$ cat config.mk
export PLATFORM = sky130hd
export DESIGN_NAME = renode_apb3_requester_flat
export DESIGN_NICKNAME = d
export VERILOG_FILES = /design/src/rtl/renode_apb3_requester_pkg.sv /design/src/rtl/renode_apb3_requester_if.sv /design/src/rtl/renode_apb3_requester.sv /design/src/flat_wrapper.sv
export SDC_FILE = /design/constraint.sdc
export NUM_CORES = 1
export LEC_CHECK = 0
export CELL_PAD_IN_SITES_DETAIL_PLACEMENT = 1
export CELL_PAD_IN_SITES_GLOBAL_PLACEMENT = 1
export CORE_ASPECT_RATIO = 0.6
export CORE_MARGIN = 2
export CORE_UTILIZATION = 46
export DETAILED_ROUTE_END_ITERATION = 6
export DONT_BUFFER_PORTS = 1
export GPL_TIMING_DRIVEN = 0
export PLACE_DENSITY_LB_ADDON = 0.08
export RECOVER_POWER = 25
export SLEW_MARGIN = 25
export SYNTH_ARGS = -nofsm -noshare
export SYNTH_HDL_FRONTEND = slang
export SYNTH_SLANG_ARGS = --single-unit
$ cat constraint.sdc
create_clock -name clk -period 2.97 [get_ports clk]
set_input_delay 0.1485 -clock clk [delete_from_list [all_inputs] [get_ports clk]]
set_output_delay 0.1485 -clock clk [all_outputs]
set_load 0.005 [all_outputs]
$ cat src/rtl/renode_apb3_requester_pkg.sv
// Shared types and constants for the APB3 requester.
// Struct fields are sized for the widest legal configuration (32-bit address
// and data); the requester truncates them to its configured widths.
package renode_apb3_pkg;

    localparam int DefaultTimeoutCycles = 256;
    localparam int MaxAddressWidth      = 32;
    localparam int MaxDataWidth         = 32;

    typedef enum logic [1:0] {
        IDLE   = 2'd0,
        SETUP  = 2'd1,
        ACCESS = 2'd2
    } state_t;

    typedef struct packed {
        logic                      write;
        logic [MaxAddressWidth-1:0] addr;
        logic [MaxDataWidth-1:0]    wdata;
    } apb3_cmd_t;

    typedef struct packed {
        logic [MaxDataWidth-1:0] rdata;
        logic                    slverr;
        logic                    timeout;
    } apb3_rsp_t;

endpackage

$ cat src/rtl/renode_apb3_requester_if.sv
// Bundle of the command, response and APB3 signals of the requester.
// master: the requester's view (drives cmd_ready, rsp_*, APB outputs).
// slave : the environment's view (command source, response sink, completer).
interface renode_apb3_requester_if #(
    parameter int AddressWidth = 20,
    parameter int DataWidth    = 32
);
    logic                    cmd_valid;
    logic                    cmd_ready;
    logic                    cmd_write;
    logic [AddressWidth-1:0] cmd_addr;
    logic [DataWidth-1:0]    cmd_wdata;

    logic                    rsp_valid;
    logic                    rsp_ready;
    logic [DataWidth-1:0]    rsp_rdata;
    logic                    rsp_slverr;
    logic                    rsp_timeout;

    logic [AddressWidth-1:0] paddr;
    logic                    psel;
    logic                    penable;
    logic                    pwrite;
    logic [DataWidth-1:0]    pwdata;
    logic                    pready;
    logic [DataWidth-1:0]    prdata;
    logic                    pslverr;

    modport master (
        input  cmd_valid, cmd_write, cmd_addr, cmd_wdata,
        output cmd_ready,
        output rsp_valid, rsp_rdata, rsp_slverr, rsp_timeout,
        input  rsp_ready,
        output paddr, psel, penable, pwrite, pwdata,
        input  pready, prdata, pslverr
    );

    modport slave (
        output cmd_valid, cmd_write, cmd_addr, cmd_wdata,
        input  cmd_ready,
        input  rsp_valid, rsp_rdata, rsp_slverr, rsp_timeout,
        output rsp_ready,
        input  paddr, psel, penable, pwrite, pwdata,
        output pready, prdata, pslverr
    );

endinterface

$ cat src/rtl/renode_apb3_requester.sv
// APB3 requester: turns one valid/ready command into one APB3 SETUP/ACCESS
// transfer and returns the result on a valid/ready response channel.
// Optional ACCESS-phase watchdog: define RENODE_APB3_REQUESTER_TIMEOUT_EN.
module renode_apb3_requester
    import renode_apb3_pkg::*;
#(
    parameter int AddressWidth  = 20,
    parameter int DataWidth     = 32,
    parameter int TimeoutCycles = DefaultTimeoutCycles
) (
    input logic                       clk,
    input logic                       rst,
    renode_apb3_requester_if.master   bus
);

    state_t    state_q, state_d;
    apb3_cmd_t cmd_q, cmd_d;
    apb3_rsp_t rsp_q, rsp_d;
    logic      psel_q, psel_d;
    logic      penable_q, penable_d;
    logic      rsp_valid_q, rsp_valid_d;

    logic      cmd_ready_s;
    logic      cmd_hs_s;
    logic      done_s;
    logic      abort_s;
    logic      capture_s;
    logic      unused_s;

    // A pending response blocks new commands unless it drains this cycle.
    assign cmd_ready_s = (state_q == IDLE) && !rst && (!rsp_valid_q || bus.rsp_ready);
    assign cmd_hs_s    = bus.cmd_valid && cmd_ready_s;
    assign done_s      = (state_q == ACCESS) && bus.pready;
    assign capture_s   = done_s || abort_s;

`ifdef RENODE_APB3_REQUESTER_TIMEOUT_EN
    localparam int CntWidth = (TimeoutCycles > 2) ? $clog2(TimeoutCycles) : 1;
    localparam logic [CntWidth-1:0] CntLast = CntWidth'(TimeoutCycles - 1);

    logic [CntWidth-1:0] cnt_q, cnt_d;

    // Expiry only while the completer still stalls; pready on the same edge wins.
    assign abort_s = (state_q == ACCESS) && !bus.pready && (cnt_q == CntLast);

    // Watchdog next value: cleared in SETUP, counts ACCESS wait cycles.
    always_comb begin
        cnt_d = cnt_q;
        if (state_q == SETUP) begin
            cnt_d = {CntWidth{1'b0}};
        end else if ((state_q == ACCESS) && !bus.pready) begin
            cnt_d = cnt_q + {{(CntWidth-1){1'b0}}, 1'b1};
        end else begin
            cnt_d = cnt_q;
        end
    end

    // Watchdog counter register.
    always_ff @(posedge clk) begin
        if (rst) begin
            cnt_q <= {CntWidth{1'b0}};
        end else begin
            cnt_q <= cnt_d;
        end
    end

    assign bus.rsp_timeout = rsp_q.timeout;
`else
    assign abort_s         = 1'b0;
    assign bus.rsp_timeout = 1'b0;
`endif

    // FSM state register.
    always_ff @(posedge clk) begin
        if (rst) begin
            state_q <= IDLE;
        end else begin
            state_q <= state_d;
        end
    end

    // FSM next-state logic.
    always_comb begin
        state_d = state_q;
        case (state_q)
            IDLE: begin
                if (cmd_hs_s) begin
                    state_d = SETUP;
                end else begin
                    state_d = IDLE;
                end
            end
            SETUP: begin
                state_d = ACCESS;
            end
            ACCESS: begin
                if (capture_s) begin
                    state_d = IDLE;
                end else begin
                    state_d = ACCESS;
                end
            end
            default: begin
                state_d = IDLE;
            end
        endcase
    end

    // Next values of the registered APB outputs, command latch and response.
    always_comb begin
        psel_d      = (state_d == SETUP) || (state_d == ACCESS);
        penable_d   = (state_d == ACCESS);
        cmd_d       = cmd_q;
        rsp_d       = rsp_q;
        rsp_valid_d = rsp_valid_q;

        if (cmd_hs_s) begin
            cmd_d.write = bus.cmd_write;
            cmd_d.addr  = MaxAddressWidth'(bus.cmd_addr);
            cmd_d.wdata = MaxDataWidth'(bus.cmd_wdata);
        end else begin
            cmd_d = cmd_q;
        end

        if (capture_s) begin
            rsp_d.rdata   = (done_s && !cmd_q.write) ? MaxDataWidth'(bus.prdata)
                                                     : {MaxDataWidth{1'b0}};
            rsp_d.slverr  = done_s ? bus.pslverr : 1'b1;
            rsp_d.timeout = !done_s;
            rsp_valid_d   = 1'b1;
        end else if (bus.rsp_ready) begin
            rsp_d       = rsp_q;
            rsp_valid_d = 1'b0;
        end else begin
            rsp_d       = rsp_q;
            rsp_valid_d = rsp_valid_q;
        end
    end

    // Output, command and response registers; reset drops any transfer in flight.
    always_ff @(posedge clk) begin
        if (rst) begin
            psel_q      <= 1'b0;
            penable_q   <= 1'b0;
            cmd_q       <= '0;
            rsp_q       <= '0;
            rsp_valid_q <= 1'b0;
        end else begin
            psel_q      <= psel_d;
            penable_q   <= penable_d;
            cmd_q       <= cmd_d;
            rsp_q       <= rsp_d;
            rsp_valid_q <= rsp_valid_d;
        end
    end

    assign bus.cmd_ready  = cmd_ready_s;
    assign bus.psel       = psel_q;
    assign bus.penable    = penable_q;
    assign bus.pwrite     = cmd_q.write;
    assign bus.paddr      = cmd_q.addr[AddressWidth-1:0];
    assign bus.pwdata     = cmd_q.wdata[DataWidth-1:0];
    assign bus.rsp_valid  = rsp_valid_q;
    assign bus.rsp_rdata  = rsp_q.rdata[DataWidth-1:0];
    assign bus.rsp_slverr = rsp_q.slverr;

    // Struct bits above the configured widths are intentionally dropped.
    assign unused_s = ^{cmd_q, rsp_q, (TimeoutCycles >= 2)};

endmodule
$ cat src/flat_wrapper.sv
// flat-port wrapper written by rule: the top's interface ports become plain ports
module renode_apb3_requester_flat import renode_apb3_pkg::*;
#(
    parameter int AddressWidth  = 20,
    parameter int DataWidth     = 32,
    parameter int TimeoutCycles = DefaultTimeoutCycles
)
  (clk, rst, bus_cmd_valid, bus_cmd_write, bus_cmd_addr, bus_cmd_wdata, bus_cmd_ready, bus_rsp_valid, bus_rsp_rdata, bus_rsp_slverr, bus_rsp_timeout, bus_rsp_ready, bus_paddr, bus_psel, bus_penable, bus_pwrite, bus_pwdata, bus_pready, bus_prdata, bus_pslverr);
  renode_apb3_requester_if #(.AddressWidth(AddressWidth), .DataWidth(DataWidth)) bus_i ();
  input logic clk;
  input logic rst;
  input wire logic [$bits(bus_i.cmd_valid)-1:0] bus_cmd_valid;
  input wire logic [$bits(bus_i.cmd_write)-1:0] bus_cmd_write;
  input wire logic [$bits(bus_i.cmd_addr)-1:0] bus_cmd_addr;
  input wire logic [$bits(bus_i.cmd_wdata)-1:0] bus_cmd_wdata;
  output wire logic [$bits(bus_i.cmd_ready)-1:0] bus_cmd_ready;
  output wire logic [$bits(bus_i.rsp_valid)-1:0] bus_rsp_valid;
  output wire logic [$bits(bus_i.rsp_rdata)-1:0] bus_rsp_rdata;
  output wire logic [$bits(bus_i.rsp_slverr)-1:0] bus_rsp_slverr;
  output wire logic [$bits(bus_i.rsp_timeout)-1:0] bus_rsp_timeout;
  input wire logic [$bits(bus_i.rsp_ready)-1:0] bus_rsp_ready;
  output wire logic [$bits(bus_i.paddr)-1:0] bus_paddr;
  output wire logic [$bits(bus_i.psel)-1:0] bus_psel;
  output wire logic [$bits(bus_i.penable)-1:0] bus_penable;
  output wire logic [$bits(bus_i.pwrite)-1:0] bus_pwrite;
  output wire logic [$bits(bus_i.pwdata)-1:0] bus_pwdata;
  input wire logic [$bits(bus_i.pready)-1:0] bus_pready;
  input wire logic [$bits(bus_i.prdata)-1:0] bus_prdata;
  input wire logic [$bits(bus_i.pslverr)-1:0] bus_pslverr;
  assign bus_i.cmd_valid = bus_cmd_valid;
  assign bus_i.cmd_write = bus_cmd_write;
  assign bus_i.cmd_addr = bus_cmd_addr;
  assign bus_i.cmd_wdata = bus_cmd_wdata;
  assign bus_cmd_ready = bus_i.cmd_ready;
  assign bus_rsp_valid = bus_i.rsp_valid;
  assign bus_rsp_rdata = bus_i.rsp_rdata;
  assign bus_rsp_slverr = bus_i.rsp_slverr;
  assign bus_rsp_timeout = bus_i.rsp_timeout;
  assign bus_i.rsp_ready = bus_rsp_ready;
  assign bus_paddr = bus_i.paddr;
  assign bus_psel = bus_i.psel;
  assign bus_penable = bus_i.penable;
  assign bus_pwrite = bus_i.pwrite;
  assign bus_pwdata = bus_i.pwdata;
  assign bus_i.pready = bus_pready;
  assign bus_i.prdata = bus_prdata;
  assign bus_i.pslverr = bus_pslverr;
  renode_apb3_requester #(.AddressWidth(AddressWidth), .DataWidth(DataWidth), .TimeoutCycles(TimeoutCycles)) u_core (.clk(clk), .rst(rst), .bus(bus_i));
endmodule
==> impl_metrics.csv, run 1 <==
group,metric,value,unit
outcome,status,"complete, no violations",
yosys,syn_nets,495,
yosys,synthAdderAreaFrac,0.373,%
cells_and_area,syn_to_final_growth,38.1,%
critical_path,reg2reg_setup_slack,0.81,ns
drt,wl_per_cell,21.1,microns
cts,clock_latency,0.34,ns
drt,dr_total_vias,3353,
sta,setup_violations,0,
flow_run,maxCapViolations,0,
drt,drt_pre_antenna_iters,5,
place,place_congestion,0.736,
power,p_total,2.83,mW
cts,cts_root_buffer,"clkbuf_16",
floorplan,dieArea,8020,sq um
sta,slew_headroom,61.6,%
yosys,muxShareOfSynthArea,0.298,%
sta,fmaxAchievable,464,MHz
cells_and_area,num_antenna_cells,0,
floorplan,io_pins,182,
drt,drt-total-wl,12500,microns
sta,slew_viol_final,0,
drt,antenna_left,0,
power,power_frac_seq,48.1,%
cts,cts_inserted_buffers,9,
cts,cts.clk_slew.worst_paths,0.06,ns
critical_path,critPathArrivalTime,2.36,ns
critical_path,slowest_delay,0.59,ns
global_route,antenna_found_initial,0,
sta,whs,0.00613,ns
drt,avgViaCountPerCell,5.64,
global_route,grt_pass1_vias,3578,
yosys,synth_compound_area_share,13.0,%
yosys,seq_area_frac_synth,54.2,%
yosys,synth_most_common_cell,"dfxtp_1",
cells_and_area,finalNonFillerCells,595,
yosys,synth.distinct_cells,23,
yosys,postSynthCellCount,403,
cts,cts_setup_buffers,0,
power,worst_ir_drop_vdd,0.400,mV
cts,clockBufferDepth,2,
power,power_frac_clock,42.2,%
sta,worst_slew_pin_slew,0.573,ns
yosys,synth_simple_gate_area_share,27.3,%
yosys,synth-edff-count,0,
place,dp.cells,494,
yosys,yosys.area_share.xor_xnor,0,%
sta,period_minus_slack,2.16,ns
critical_path,critical_path.top_delay_family,"simple AND/OR/NAND/NOR gates",
global_route,grt_util_all_layers,31.4,%
yosys,yosysTopAreaCellShare,54.2,%
floorplan,fp.coreArea,7180,sq um
cells_and_area,layout.area.seq,1820,sq um
power,power_density,610,nW/um^2
power,p_sw_share,24.0,%
drt,drt_iter0_drc,193,
sta,rsz0062_at_grt,"no",
critical_path,crit_required,3.18,ns
power,p_switching,0.679,mW
sta,setup_ws,0.814,ns
floorplan,initial_core_util,46.8,%
critical_path,path_max_fanout,10,
cells_and_area,multi_input_area,1380,sq um
cells_and_area,fin_nets,591,
cells_and_area,drive_above_1_share,5.16,%
floorplan,die_h,70.2,microns
yosys,avgSynthCellArea,8.33,sq um
yosys,async_flop_share,0,%
place,dp_slack,0.815,ns
yosys,synth_ff_type,"dfxtp_1",
critical_path,cpMaxStageDelayCell,"nor4b_4",
floorplan,die_x,114,microns
critical_path,critPathLaunchType,"flop",
yosys,yosysTopAreaCell,"dfxtp_1",
yosys,yosysWarnings,0,
critical_path,path_cells,"nor4b_4, and2_1, buf_2, buf_2, inv_1, ha_1, nor2b_1",
critical_path,crit_path_frequent_cell,"buf_2",
power,p_comb_share,9.8,%
sta,skew,0.00758,ns
global_route,grt_remaining_overflow,0,
yosys,ys_ff_latch,91,
power,p_leak,1.66,nW
yosys,synth_top_family_by_area,"simple AND/OR/NAND/NOR gates",
yosys,synthTopCellsByArea,"dfxtp_1, nand2_1, nand3_1, nand3b_1, o21ai_0",
min_path,hp-class,"input pin to flop",
floorplan,rows,24,
place,dp_hpwl,7370,microns
place,port_buffers,0,
sta,setup_tns,0,ns
drt,drc,0,
critical_path,worstSetupPathType,"flop to flop",
global_route,grt_max_degree,15,
critical_path,critical_path_buf_inv_count,3,
cts,htree_levels,3,
critical_path,end_kind,"flop",
yosys,synth_common_cells,"dfxtp_1, nand2_1, nand3_1",
yosys,netlist_area,3360,sq um
cts,cts_tree,"built",
global_route,grt_pass1_wl,19300,microns
cells_and_area,fill_cells,810,
cts,cts.sinks,91,
power,power.internal,2.15,mW
sta,fin_crit_sh,72.6,%
sta,hold_viol_final,0,
==> what timing repair did <==
item	in CTS	in global routing
endpoints found under the hold margin	85	0
hold buffers	85	0
gates resized for setup	0	0
==> cell families after synthesis <==
| kind of cell | Yosys count |
|---|---|
| DFF | 91 |
| and+or+nand+nor | 183 |
| adders and majority gates | 1 |
| muxes | 1 |
| AOI/OAI and AO/OA | 87 |
| buffers and inverters | 39 |
| other | 1 |
==> registers in the layout, summed over array words and instances (netlist names) <==
name                   count
u_core.bus.paddr          20
u_core.bus.penable         1
u_core.bus.psel            1
u_core.bus.rsp_slverr      1
u_core.bus.rsp_rdata      32
u_core.bus.pwrite          1
u_core.state_q             2
u_core.bus.pwdata         32
u_core.bus.rsp_valid       1
==> cells in the final DEF (no fill, tap or decap), types with 3 or more instances in the layout <==
master and instances:
a21oi_1 34, o21ai_0 35, nand3_1 53, dfxtp_1 91, clkbuf_16 9, nand2_1 88
buf_2 7, clkbuf_1 28, dlygate4sd3_1 85, o21ai_1 18, clkbuf_8 3, nand3b_1 33
==> area by class of cell <==
| class | count | share of cell area [%] |
|---|---|---|
| Sequential cell | 91 | 39.3 |
| Multi-Input combinational cell | 273 | 29.7 |
| Timing Repair Buffer | 85 | 18.3 |
| Clock buffer | 12 | 5.75 |
| Buffer | 37 | 3.26 |
| Tap cell | 91 | 2.46 |
| Clock inverter | 4 | 1.03 |
| Inverter | 2 | 0.162 |
==> path summary, 6_finish.rpt <==
check | from | to | cells after the start
worst min register to register | u_core.bus.pwdata[7] | u_core.bus.pwdata[7] | 2
worst max register to register | u_core.state_q[0] | u_core.bus.penable | 7
worst min-delay path | bus_prdata[5] | u_core.bus.rsp_rdata[5] | 2
worst max-delay path | u_core.state_q[0] | u_core.bus.penable | 7
==> layer usage <==
layer | wire (microns) | track usage, % | part of all wire [%]
met1 | 4910 | 35.8 | 39
met2 | 6340 | 54.8 | 51
met3 | 1140 | 12.6 | 9.1
met4 | 141 | 7.99 | 1.1
met5 | 0 | 0 | 0
==> power groups by stage <==
stage	Sequential [mW]	Clock (mW)	Combinational, mW
finish	1.36	1.19	0.276
global route	1.37	1.26	0.304
CTS	1.36	1.20	0.262
detailed placement	1.38	0	0.169
global placement	1.38	0	0.160
floorplan	1.36	0	0.129
==> metrics by stage <==
step           utilization (%)  instance area (sq um)
2_1_floorplan                -                   3360
3_3_place_gp              48.4                   3470
3_5_place_dp              48.4                   3470
4_1_cts                   64.6                   4640
5_1_grt                   64.6                   4640
6_report                  64.6                   4640
Note: power is estimated with default switching activity, not from simulation.
==> inputs of run 2 (changes only) <==
--- a/config.mk
+++ b/config.mk
@@ -9,7 +9,7 @@
 export CELL_PAD_IN_SITES_GLOBAL_PLACEMENT = 1
 export CORE_ASPECT_RATIO = 0.6
 export CORE_MARGIN = 2
-export CORE_UTILIZATION = 46
+export CORE_UTILIZATION = 39
 export DETAILED_ROUTE_END_ITERATION = 6
 export DONT_BUFFER_PORTS = 1
 export GPL_TIMING_DRIVEN = 0
==> constraint.sdc (replaced) <==
create_clock -name clk -period 1.95 [get_ports clk]
set_input_delay 0.0975 -clock clk [delete_from_list [all_inputs] [get_ports clk]]
set_output_delay 0.0975 -clock clk [all_outputs]
set_load 0.005 [all_outputs]
==> impl_metrics.csv, run 2 (synthesis gave the netlist of run 1 again) <==
group,metric,value,unit
sta,slew_viol_final,0,
critical_path,path_cells,"and3b_1, clkbuf_1, clkbuf_1, nand3b_1, a21oi_1",
drt,avgViaCountPerCell,5.25,
sta,fmaxAchievable,574,MHz
critical_path,critPathLaunchType,"flop",
floorplan,die_x,124,microns
critical_path,crit_path_frequent_cell,"clkbuf_1",
critical_path,critical_path.top_delay_family,"buffers and inverters",
critical_path,cpMaxStageDelayCell,"dfxtp_1",
place,dp_slack,-0.180,ns
cells_and_area,drive_above_1_share,5.15,%
global_route,grt_pass1_vias,3308,
critical_path,r2r_end,"u_core.bus.rsp_rdata[29]",
sta,setup_ws,0.207,ns
place,port_buffers,0,
power,worst_ir_drop_vdd,0.537,mV
cells_and_area,num_antenna_cells,0,
min_path,min_path_cells,4,
sta,period_minus_slack,1.74,ns
global_route,grt_pass1_wl,16500,microns
power,power_frac_clock,43.5,%
critical_path,r2r_cells,5,
global_route,grt_max_degree,16,
cells_and_area,multi_input_area,1380,sq um
critical_path,timing.rr.start,"u_core.state_q[1]",
power,p_switching,1.03,mW
cts,cts.clk_slew.worst_paths,0.06,ns
place,dp_hpwl,7120,microns
place,place_congestion,0.685,
sta,worst_slew_pin_slew,0.509,ns
critical_path,critPathLaunch,"u_core.state_q[1]",
critical_path,reg2reg_setup_slack,0.21,ns
drt,drc,0,
cells_and_area,fin_area,4690,sq um
sta,rsz0062_at_grt,"no",
floorplan,rows,26,
critical_path,crit_required,2.21,ns
critical_path,critical_path_buf_inv_count,2,
floorplan,fp.coreArea,8430,sq um
power,p_sw_share,23.6,%
cells_and_area,final_common_cell,"dfxtp_1",
sta,fin_crit_sh,89.4,%
power,power_density,932,nW/um^2
drt,drt-total-wl,11200,microns
critical_path,end_kind,"flop",
floorplan,initial_core_util,39.9,%
cts,post_cts_resize_count,0,
floorplan,io_pins,182,
min_path,hp-class,"input pin to flop",
drt,drt_pre_antenna_iters,4,
power,power_frac_seq,47.2,%
drt,wl_per_cell,18.1,microns
cts,htree_levels,3,
cts,cts_root_buffer,"clkbuf_16",
cells_and_area,syn_to_final_growth,39.6,%
place,dpl_cell_area,3500,sq um
cells_and_area,layout.area.seq,1820,sq um
cts,clock_latency,0.34,ns
min_path,holdCritStartpoint,"rst",
cells_and_area,fin_nets,592,
global_route,antenna_found_initial,0,
cells_and_area,finalNonFillerCells,617,
min_path,holdPathEnd,"u_core.bus.pwdata[31]",
place,dp.cells,515,
floorplan,dieArea,9390,sq um
global_route,grt_remaining_overflow,0,
drt,drt_iter0_drc,141,
power,p_comb_share,9.3,%
sta,skew,0.00408,ns
sta,slew_headroom,66.1,%
flow_run,maxCapViolations,0,
power,p_leak,1.66,nW
critical_path,critPathArrivalTime,2.00,ns
drt,antenna_left,0,
cts,clockBufferDepth,2,
cts,cts.sinks,91,
outcome,status,"complete, no violations",
critical_path,worstSetupPathType,"flop to flop",
cts,cts_tree,"built",
critical_path,slowest_delay,0.45,ns
cts,cts_inserted_buffers,9,
cells_and_area,fill_cells,971,
sta,hold_viol_final,0,
sta,setup_violations,0,
floorplan,die_h,75.9,microns
cells_and_area,final_cell_mix,"dfxtp_1, nand2_1, dlygate4sd3_1, nand3_1, o21ai_0",
power,power.internal,3.34,mW
global_route,grt_util_all_layers,23.2,%
critical_path,path_max_fanout,10,
drt,dr_total_vias,3241,
-- run 2: changes by cell type in the layout (fill, tap and decap cells not counted), sizes merged --
| cell | before | now |
|---|---|---|
| clkinvlp | 1 | 2 |
| clkbuf | 40 | 38 |
| dlygate4sd3 | 85 | 86 |
| bufinv | 1 | 2 |
-- run 2: area by class of cell --
cell class / count / area share, %
inverters: 2 / 0.160
well taps: 112 / 2.99
clock inverters: 6 / 1.89
multi-input cells: 273 / 29.4
plain buffers: 36 / 3.12
clock buffers: 10 / 5.10
repair buffers: 87 / 18.5
flip-flops and latches: 91 / 38.8
-- run 2: repair_timing --
item / in CTS / in global routing
pin swaps: 1 / 0
setup endpoints to repair: 2 / 1
setup buffers: 1 / 0
gates cloned: 0 / 0
hold buffers: 86 / 0
hold endpoints to repair: 86 / 0
-- run 2: worst max path at each step --
| stage | slack, ns | to | cells after the start |
|---|---|---|---|
| after floorplan | 0.22 | u_core.bus.psel | 7 |
| after global placement | -0.13 | u_core.bus.psel | 7 |
| after detailed placement | -0.18 | u_core.bus.psel | 7 |
| after CTS | 0.12 | u_core.bus.psel | 7 |
| after global routing | 0.08 | u_core.bus.psel | 6 |
| final | 0.21 | u_core.bus.rsp_rdata[29] | 5 |
-- run 2: power by group through the flow --
stage	combinational, mW	sequential (mW)	clock [mW]
after global placement	0.247	2.10	0
after CTS	0.401	2.06	1.93
after detailed placement	0.257	2.10	0
after floorplan	0.196	2.07	0
final	0.407	2.06	1.90
after global routing	0.456	2.08	2.01
-- run 2: stage by stage --
stage	total power, mW	hold slack [ns]	util (%)	setup TNS [ns]
3_3_place_gp	2.35	0.230	41.5	-0.257
5_1_grt	4.54	0.146	55.7	0
3_5_place_dp	2.36	0.237	41.5	-0.325
6_report	4.37	0.134	55.7	0
4_1_cts	4.40	0.121	55.7	0
2_1_floorplan	2.27	0.228	-	0
-- run 2: worst min-delay path: cells and delay by family --
| kind | cells | cell delay [ns] |
|---|---|---|
| simple gates | 2 | 0.10 |
| compound gates | 1 | 0.06 |
| buf+inv | 1 | 0.16 |
-- run 2: layer usage --
metal	GRT usage, %	part of all wire (%)	vias to the layer above
met3	9.28	9.3	22
li1	-	-	1557
met2	39.1	46	126
met1	27.4	43	1536
met4	8.08	1.7	0
met5	0	0	-
